<file path="src/rtl/draw_projectile_if.sv">
// rtl/draw_projectile_if.sv - VGA timing and pixel bundle passed between draw stages
interface vga_if;
  logic [10:0] vcount;
  logic        vsync;
  logic        vblnk;
  logic [10:0] hcount;
  logic        hsync;
  logic        hblnk;
  logic [11:0] rgb;

  modport in  (input  vcount, vsync, vblnk, hcount, hsync, hblnk, rgb);
  modport out (output vcount, vsync, vblnk, hcount, hsync, hblnk, rgb);
endinterface

</file>
<file path="src/rtl/draw_projectile.sv">
// rtl/draw_projectile.sv - ballistic projectile overlay stage, one-cycle VGA passthrough
// Optional DRAW_PROJECTILE_OUTLINE_EN: draws a black 1-pixel ring around the projectile.
module draw_projectile #(
  parameter int          START_X     = 100,
  parameter int          START_Y     = 400,
  parameter int          SIZE        = 8,
  parameter int          VY0         = 12,
  parameter int          GRAVITY     = 1,
  parameter int          GROUND_Y    = 560,
  parameter int          LAND_FRAMES = 30,
  parameter logic [11:0] COLOR       = 12'hF80
) (
  input  logic       clk60MHz,
  input  logic       rst,
  input  logic       throw,
  input  logic [6:0] power,
  output logic       busy,
  output logic       hit,
  vga_if.in          in,
  vga_if.out         out
);
  typedef enum logic [1:0] {IDLE, FLIGHT, LANDED} state_t;
  localparam int                 CW       = $clog2(LAND_FRAMES) + 1;
  localparam logic signed [11:0] GROUND_S = 12'(GROUND_Y);
  localparam logic signed [12:0] SIZE_S   = 13'(SIZE);

  state_t                r_state, w_state_nxt;
  logic [10:0]           r_x;
  logic signed [11:0]    r_y;
  logic [6:0]            r_vx;
  logic signed [7:0]     r_vy;
  logic [CW-1:0]         r_frame_cnt;
  logic                  r_vblnk_d;
  logic                  w_tick, w_offscreen, w_landing, w_land_done;
  logic                  w_busy_nxt, w_hit_nxt;
  logic [11:0]           w_x_n;
  logic signed [11:0]    w_y_n;
  logic signed [12:0]    w_hc, w_vc, w_x0, w_y0, w_x1, w_y1;
  logic                  w_in_box;
  logic [11:0]           w_rgb_nxt;

  // Frame tick on the rising edge of vblnk, so positions only move during blanking
  assign w_tick      = in.vblnk & ~r_vblnk_d;
  assign w_x_n       = {1'b0, r_x} + {5'd0, r_vx};
  assign w_y_n       = r_y + {{4{r_vy[7]}}, r_vy};
  assign w_offscreen = (w_x_n > 12'd1023);
  assign w_landing   = (w_y_n >= GROUND_S);
  assign w_land_done = (r_frame_cnt == CW'(LAND_FRAMES - 1));

  always_ff @(posedge clk60MHz or posedge rst) begin
    if (rst) begin
      r_state   <= IDLE;
      busy      <= 1'b0;
      hit       <= 1'b0;
      r_vblnk_d <= 1'b0;
    end else begin
      r_state   <= w_state_nxt;
      busy      <= w_busy_nxt;
      hit       <= w_hit_nxt;
      r_vblnk_d <= in.vblnk;
    end
  end

  always_comb begin
    w_state_nxt = r_state;
    case (r_state)
      IDLE:    if (throw) w_state_nxt = FLIGHT;
      FLIGHT:  if (w_tick) begin
                 if (w_offscreen)    w_state_nxt = IDLE;
                 else if (w_landing) w_state_nxt = LANDED;
               end
      LANDED:  if (w_tick && w_land_done) w_state_nxt = IDLE;
      default: w_state_nxt = IDLE;
    endcase
  end

  always_comb begin
    w_busy_nxt = (w_state_nxt != IDLE);
    w_hit_nxt  = (r_state == FLIGHT) && w_tick && !w_offscreen && w_landing;
  end

  always_ff @(posedge clk60MHz or posedge rst) begin
    if (rst) begin
      r_x         <= '0;
      r_y         <= '0;
      r_vx        <= '0;
      r_vy        <= '0;
      r_frame_cnt <= '0;
    end else begin
      case (r_state)
        IDLE: if (throw) begin
          r_x         <= 11'(START_X);
          r_y         <= 12'(START_Y);
          r_vx        <= power;
          r_vy        <= 8'(-VY0);
          r_frame_cnt <= '0;
        end
        FLIGHT: if (w_tick) begin
          r_vy <= r_vy + 8'(GRAVITY);
          if (!w_offscreen) begin
            r_x <= w_x_n[10:0];
            r_y <= w_landing ? GROUND_S : w_y_n;
          end
        end
        LANDED: if (w_tick && !w_land_done) r_frame_cnt <= r_frame_cnt + CW'(1);
        default: ;
      endcase
    end
  end

  assign w_hc     = $signed({2'b00, in.hcount});
  assign w_vc     = $signed({2'b00, in.vcount});
  assign w_x0     = $signed({2'b00, r_x});
  assign w_y0     = {r_y[11], r_y};
  assign w_x1     = w_x0 + SIZE_S - 13'sd1;
  assign w_y1     = w_y0 + SIZE_S - 13'sd1;
  assign w_in_box = (r_state != IDLE) && !in.vblnk && !in.hblnk &&
                    (w_hc >= w_x0) && (w_hc <= w_x1) &&
                    (w_vc >= w_y0) && (w_vc <= w_y1);

`ifdef DRAW_PROJECTILE_OUTLINE_EN
  logic w_ring;
  assign w_ring    = (w_hc == w_x0) || (w_hc == w_x1) || (w_vc == w_y0) || (w_vc == w_y1);
  assign w_rgb_nxt = !w_in_box ? in.rgb : (w_ring ? 12'h000 : COLOR);
`else
  assign w_rgb_nxt = w_in_box ? COLOR : in.rgb;
`endif

  always_ff @(posedge clk60MHz or posedge rst) begin
    if (rst) begin
      out.vcount <= '0;
      out.vsync  <= 1'b0;
      out.vblnk  <= 1'b0;
      out.hcount <= '0;
      out.hsync  <= 1'b0;
      out.hblnk  <= 1'b0;
      out.rgb    <= '0;
    end else begin
      out.vcount <= in.vcount;
      out.vsync  <= in.vsync;
      out.vblnk  <= in.vblnk;
      out.hcount <= in.hcount;
      out.hsync  <= in.hsync;
      out.hblnk  <= in.hblnk;
      out.rgb    <= w_rgb_nxt;
    end
  end
endmodule
</file>
<file path="src/flat_wrapper.sv">
// flat-port wrapper written by rule: the top's interface ports become plain ports
module draw_projectile_flat 
#(
  parameter int          START_X     = 100,
  parameter int          START_Y     = 400,
  parameter int          SIZE        = 8,
  parameter int          VY0         = 12,
  parameter int          GRAVITY     = 1,
  parameter int          GROUND_Y    = 560,
  parameter int          LAND_FRAMES = 30,
  parameter logic [11:0] COLOR       = 12'hF80
)
  (clk60MHz, rst, throw, power, busy, hit, in_vcount, in_vsync, in_vblnk, in_hcount, in_hsync, in_hblnk, in_rgb, out_vcount, out_vsync, out_vblnk, out_hcount, out_hsync, out_hblnk, out_rgb);
  vga_if in_i ();
  vga_if out_i ();
  input  logic clk60MHz;
  input  logic rst;
  input  logic throw;
  input  logic [6:0] power;
  output logic busy;
  output logic hit;
  input wire logic [$bits(in_i.vcount)-1:0] in_vcount;
  input wire logic [$bits(in_i.vsync)-1:0] in_vsync;
  input wire logic [$bits(in_i.vblnk)-1:0] in_vblnk;
  input wire logic [$bits(in_i.hcount)-1:0] in_hcount;
  input wire logic [$bits(in_i.hsync)-1:0] in_hsync;
  input wire logic [$bits(in_i.hblnk)-1:0] in_hblnk;
  input wire logic [$bits(in_i.rgb)-1:0] in_rgb;
  output wire logic [$bits(out_i.vcount)-1:0] out_vcount;
  output wire logic [$bits(out_i.vsync)-1:0] out_vsync;
  output wire logic [$bits(out_i.vblnk)-1:0] out_vblnk;
  output wire logic [$bits(out_i.hcount)-1:0] out_hcount;
  output wire logic [$bits(out_i.hsync)-1:0] out_hsync;
  output wire logic [$bits(out_i.hblnk)-1:0] out_hblnk;
  output wire logic [$bits(out_i.rgb)-1:0] out_rgb;
  assign in_i.vcount = in_vcount;
  assign in_i.vsync = in_vsync;
  assign in_i.vblnk = in_vblnk;
  assign in_i.hcount = in_hcount;
  assign in_i.hsync = in_hsync;
  assign in_i.hblnk = in_hblnk;
  assign in_i.rgb = in_rgb;
  assign out_vcount = out_i.vcount;
  assign out_vsync = out_i.vsync;
  assign out_vblnk = out_i.vblnk;
  assign out_hcount = out_i.hcount;
  assign out_hsync = out_i.hsync;
  assign out_hblnk = out_i.hblnk;
  assign out_rgb = out_i.rgb;
  draw_projectile #(.START_X(START_X), .START_Y(START_Y), .SIZE(SIZE), .VY0(VY0), .GRAVITY(GRAVITY), .GROUND_Y(GROUND_Y), .LAND_FRAMES(LAND_FRAMES), .COLOR(COLOR)) u_core (.clk60MHz(clk60MHz), .rst(rst), .throw(throw), .power(power), .busy(busy), .hit(hit), .in(in_i), .out(out_i));
endmodule
</file>
<file path="config.mk">
export PLATFORM = sky130hd
export DESIGN_NAME = draw_projectile_flat
export DESIGN_NICKNAME = d
export VERILOG_FILES = /design/src/rtl/draw_projectile_if.sv /design/src/rtl/draw_projectile.sv /design/src/flat_wrapper.sv
export SDC_FILE = /design/constraint.sdc
export NUM_CORES = 1
export LEC_CHECK = 0
export BUFFER_PORTS_ARGS = -buffer_cell sky130_fd_sc_hd__clkbuf_2
export CAP_MARGIN = 10
export CORE_MARGIN = 2
export CORE_UTILIZATION = 50
export CTS_BUF_LIST = sky130_fd_sc_hd__clkbuf_4 sky130_fd_sc_hd__clkbuf_8
export CTS_CLUSTER_SIZE = 28
export DETAILED_ROUTE_END_ITERATION = 6
export MAX_ROUTING_LAYER = met4
export PLACE_DENSITY_LB_ADDON = 0.1
export SYNTH_ARGS = -nofsm -noshare
export SYNTH_HDL_FRONTEND = slang
export SYNTH_SLANG_ARGS = --single-unit
</file>
<file path="constraint.sdc">
create_clock -name clk60MHz -period 2.8 [get_ports clk60MHz]
set_input_delay 0.42 -clock clk60MHz [delete_from_list [all_inputs] [get_ports clk60MHz]]
set_output_delay 0.42 -clock clk60MHz [all_outputs]
set_load 0.01 [all_outputs]
</file>
# [After elaboration in Yosys (flattened, before gate mapping)]
# Cells that the tools add are included.
[word_totals] reg_bits=86 input_bits=48 elab_cells=84
[classes] addsub=8 magnitude_cmp=6 eq_ne=7 mux=22 bitwise=2 n_reduce_logical=24
[op_table] operator="$mux 12" n=5
[op_table] operator="$mux 11" n=3
[op_table] operator="$le 12x13->1" n=2
[op_table] operator="$sub 13x2->13 const B" n=2
[op_table] operator="$pmux 12 s2" n=1
[op_table] operator="$pmux 11 s2" n=1
[op_table] operator="$mux 8" n=2
[op_table] operator="$pmux 8 s2" n=1
[op_table] operator="$add 12x5->13 const B" n=1
[op_table] operator="$add 11x4->12 const B" n=1
[op_table] operator="$add 11x7->12" n=1
[op_table] operator="$add 12x12->12" n=1
[op_table] operator="$ge 12x11->1 const B" n=1
[op_table] operator="$ge 12x12->1" n=1
[op_table] operator="$gt 12x10->1 const B" n=1
[op_table] operator="$mux 6" n=2
[op_table] operator="$pmux 6 s2" n=1
[op_table] operator="$ge 11x11->1" n=1
[op_table] operator="$logic_and 1x1->1" n=11
[op_table] operator="$mux 2" n=5
[op_table] operator="$add 8x2->8 const B" n=1
[op_table] operator="$reduce_bool 2->1" n=4
[op_table] operator="$add 6x1->6 const B" n=1
[op_table] operator="$eq 6x5->1 const B" n=1
[op_table] operator="12 further kinds" n=18

# [Depth between registers and ports, before layout]
[logic_depth] ltp_word=8 depth_mapped=17

# [Worst setup path before layout]
# OpenSTA, ideal clock, no wires.
[synth_path] kind="flip-flop to flip-flop" from="reg u_core.r_x[3]" to="reg u_core.out.rgb[2]" arrival_time_ps=3018 required_ps=2682 path_slack_ps=-335 stages_incl_launch_ff=17 n_path_buf=2 synth_period_minus_slack_ps=3135 cell_sequence="dfrtp_1 ha_1 xor2_1 or3_1 clkbuf_1 nand2_1 o21ai_0 a31oi_1 xnor2_1 ha_1 a21o_1 a21o_1 a21oi_1 a211oi_2 nor4_4 buf_6 nor2b_1"
[synth_between] elab_chain_cells=7 elab_cells_between_ends=9 classes_between="2 x add/sub; 2 x order compare; 1 x mux; 4 x reduce/logical"
[synth_lines] element="start: declaration" line_no="draw_projectile.sv:28" text="logic [10:0] r_x;"
[synth_lines] element="start signal: assignment" line_no="draw_projectile.sv:92" text="r_x <= 11'(START_X);"
[synth_lines] element="start signal: assignment" line_no="draw_projectile.sv:101" text="r_x <= w_x_n[10:0];"
[synth_lines] element="$add 11x4->12" line_no="draw_projectile.sv:115" text="assign w_x1 = w_x0 + SIZE_S - 13'sd1;"
[synth_lines] element="$sub 13x2->13" line_no="draw_projectile.sv:115"
[synth_lines] element="$le 12x13->1" line_no="draw_projectile.sv:118" text="(w_hc >= w_x0) && (w_hc <= w_x1) &&"
[synth_lines] element="$logic_and 1x1->1 (*) (2 in a row)" line_no="draw_projectile.sv:118"
[synth_lines] element="$logic_and 1x1->1 (*)" line_no="draw_projectile.sv:119" text="(w_vc >= w_y0) && (w_vc <= w_y1);"
[synth_lines] element="$mux 12 (*)" line_no="draw_projectile.sv:126" text="assign w_rgb_nxt = w_in_box ? COLOR : in.rgb;"
[synth_lines] element="via u_core.w_rgb_nxt[2]" line_no="draw_projectile.sv:40" text="logic [11:0] w_rgb_nxt;"
[synth_lines] element="end signal: assignment" line_no="draw_projectile.sv:145" text="out.rgb <= w_rgb_nxt;"
[synth_lines] element="end: declaration" line_no="draw_projectile_if.sv:12" text="modport out (output vcount, vsync, vblnk, hcount, hsync, hblnk, rgb);"
# The timed path passes the listed nets; every way through them passes the cells marked *.
# A chain may end at the register's enable or synchronous reset.

# [Worst setup path after layout]
[layout_path] from="reg u_core.r_x[4]" to="reg u_core.out.rgb[11]"
# The elaborated chain is that of the path after synthesis.

==> results.cfg <==
[floorplanning]
die-area_mm2 = 0.01168
boundaryPins = 88
num_rows = 38
fp.dieW_um = 108.1
die_y_um = 108.1
start_util_pct = 50.64
core-area_mm2 = 0.01070

[worst_setup_path]
cp-end-kind = flip-flop
cp.required_ns = 3.04
critPathSlowestCell = dfrtp_2
slowest_delay_ns = 0.45
cpLargestDelayFamily = simple AND/OR/NAND/NOR gates
path_buf_inv = 2
arrival_ns = 3.36
critPathLaunchType = flip-flop
path_cells = buf_4, and3_1, nor4_1, o2111ai_1, xor2_1, ha_1, nand4_1, a21o_1, a211oi_2, nor4_4, buf_6, or2_1
crit_type = flip-flop to flip-flop
critical_path_peak_fanout = 12
ff2ff_path_depth = 12
worst-path-stages = 12

[finish]
nets = 840
area_growth_pct = 29.12
drive_gt1_share_pct = 31.68
n_antenna_cell = 0
n_fill_cell = 886

[logic_synthesis]
ys_types = 58
ys.warnings.count = 0
synthTopCellsByArea = dfrtp_1 40%, ha_1 16%, xnor2_1 5.2%
synthArstFlopShare_pct = 100.0
synth_compound_area_share_pct = 14.71
synth_area_mm2 = 0.005418
synth_top_family_by_area = adder cells
synth_fa_ha_area_share_pct = 16.67
syn_inst = 547
synth_edf_count = 0
synth_seq_cells = 86
syn_avg_cell_area_um2 = 9.904
synth_xor_area_share_pct = 7.598
synthSimpleGateAreaFrac_pct = 16.03
syn-num-nets = 666
yosys.area.top_type_share_pct = 39.72
synth_mux_area_share_pct = 1.501
synth_seq_area_share_pct = 39.72
ys.flop_type = dfrtp_1
yosysTopAreaCell = dfrtp_1

[outcome]
violations = setup timing
status = complete, but fails checks

[placement]
dpl.hpwl_um = 9706
gp_congestion = 0.9247
port_buffers = 87

[sta]
final.min_clock_period_ns = 3.121
fin_ws_ns = -0.3212
slew-limit-headroom_pct = 54.01
finalHoldViolations = 0
rsz0062_at_grt = true
final.setup.tns_ns = -3.731
tightest_slew_ns = 0.6874
skew_ns = 0.01452
timing.final.crit_share_pct = 111.5
slew_viol_final = 0
setup_viol_count_final = 12
fmaxAchievable_mhz = 320.4

[clock_network]
cts_made_buffers = 9
cts.sinks = 86
cts.clk_slew.worst_paths_ns = 0.08
clk_latency_ns = 0.36
cts_max_level = 3
clock_path_buffers = 2
cts_tree = yes
ctsRootBufferMaster = clkbuf_8

[grt]
grt_use_total_pct = 23.11
grt_pass1_wl_um = 20820
grt_max_degree = 49
grt_pass1_vias = 4522
grt_overflow_total = 0
antenna_found_initial = 0

[power]
power.total_uw = 6869
powerDensity_mw_per_mm2 = 981.9
ir_drop_uv = 461.0
p_leak_uw = 0.003411

[routing]
drc_errors = 0
firstDrtPassIters = 4
met1_length_um = 5878
routed_via_density = 5.239
wirelength_um = 12310
wl_met3_um = 703
maxUsedRoutingLayer = met4
met2_length_um = 5497
vias = 4537
antenna_left = 0
routedWlPerCell_um = 14.22
first_iter_violations = 209

[run]
cap_violations = 0

[worst_hold_path]
hp-class = primary input to asynchronous set/reset pin
-- what timing repair did --
action	4_1_cts	5_1_grt
resized for setup	17	17
hold buffers	0	0
setup endpoints to repair	24	34
pin swaps	11	19
setup buffers	5	4
-- path summary, 6_finish.rpt --
path                           startpoint              endpoint  slack, ns
setup / recovery            u_core.r_x[4]    u_core.out.rgb[11]      -0.32
hold / removal                        rst  u_core.out.hcount[5]       0.11
setup reg to reg            u_core.r_x[4]    u_core.out.rgb[11]      -0.32
hold reg to reg            u_core.r_vx[6]        u_core.r_vx[6]       0.49
max in group asynchronous             rst         u_core.r_x[4]       2.01
min in group clk60MHz            in_hsync      u_core.out.hsync       0.16
-- cells in the mapped netlist (all sizes together) (2+ instances only) --
library cell,n
a31oi,4
o31ai,6
a211oi,6
ha,69
o21bai,3
o21ai,15
o211ai,5
xor2,15
a21oi,28
or2,7
inv,35
nor2b,15
a211o,2
nand3,10
a21o,13
or3,4
mux2i,7
nand2b,7
o21a,10
nor2,31
o2bb2ai,2
o2111ai,3
clkbuf,7
xnor2,32
dfrtp,86
fa,2
a22o,6
nand2,45
nor4,6
buf,7
nor3,16
nand4,16
and3,7
and2,3
-- report_power, final --
group          switching [uW]  internal, uW
clock network             433           440
registers                 242          1510
logic                    2080          2160
total                    2750          4120
-- layout make-up --
type | count | area (um^2) | area share, %
clock buffers | 12 | 146.4 | 2.093
clock inverters | 4 | 47.55 | 0.6797
inverters | 35 | 132.6 | 1.896
multi-input cells | 412 | 3188 | 45.57
flip-flops and latches | 86 | 2155 | 30.80
well taps | 140 | 175.2 | 2.504
repair buffers | 177 | 1151 | 16.45
-- stage by stage --
step           cells  setup slack (ns)  cell area, um^2  util, %  hold slack [ns]
2_1_floorplan    547           -0.2561             5440        -           0.4514
3_3_place_gp     843           -0.2629             6626    61.94           0.4706
3_5_place_dp     843           -0.3176             6626    61.94           0.4769
4_1_cts          864           -0.3221             6922    64.70           0.1226
5_1_grt          866           -0.4830             6995    65.39           0.1324
6_report         866           -0.3212             6995    65.39           0.1129
-- placed cells by master, fill, tap and decap left out, types with 4 or more instances in the layout --
| master | synthesis | layout |
|---|---|---|
| clkbuf_2 | 0 | 87 |
| buf_4 | 0 | 84 |
| dfrtp_1 | 86 | 84 |
| ha_1 | 69 | 66 |
| nand2_1 | 45 | 45 |
| inv_1 | 35 | 33 |
| xnor2_1 | 32 | 32 |
| nor2_1 | 31 | 30 |
| a21oi_1 | 27 | 21 |
| nand4_1 | 16 | 16 |
| xor2_1 | 15 | 15 |
| nor3_1 | 16 | 14 |
| nor2b_1 | 15 | 14 |
| a21o_1 | 13 | 13 |
| nand3_1 | 10 | 10 |
| o21a_1 | 10 | 9 |
| o21ai_0 | 14 | 9 |
| clkbuf_8 | 0 | 9 |
| nand2b_1 | 7 | 7 |
| a21oi_2 | 1 | 7 |
| and3_1 | 7 | 7 |
| mux2i_1 | 7 | 7 |
| o31ai_1 | 6 | 6 |
| a22o_1 | 6 | 6 |
| o211ai_1 | 5 | 5 |
| or2_1 | 5 | 5 |
| o21ai_1 | 0 | 4 |
| a31oi_1 | 4 | 4 |
| nor4_1 | 5 | 4 |
| buf_6 | 2 | 4 |
-- cells by family after synthesis --
kind of cell,after synthesis
compound gates,115
fa+ha+maj,71
simple gates,171
xor+xnor,47
buf+inv,49
mux,8
flops,86
-- flip-flops by register name, indices dropped and copies added, names as in the netlist, 6 cells and up --
| register | count |
|---|---|
| u_core.out.rgb | 12 |
| u_core.r_y | 12 |
| u_core.out.hcount | 11 |
| u_core.out.vcount | 11 |
| u_core.r_x | 11 |
| u_core.r_vy | 8 |
| u_core.r_vx | 7 |
| u_core.r_frame_cnt | 6 |
-- routing by layer --
metal / vias to the layer above / global-route usage [%]
li1: 2313 / -
met1: 2090 / 30.72
met2: 116 / 36.16
met3: 18 / 3.376
met4: 0 / 8.333
met5: - / -
Power figures use the tool's default switching activity.
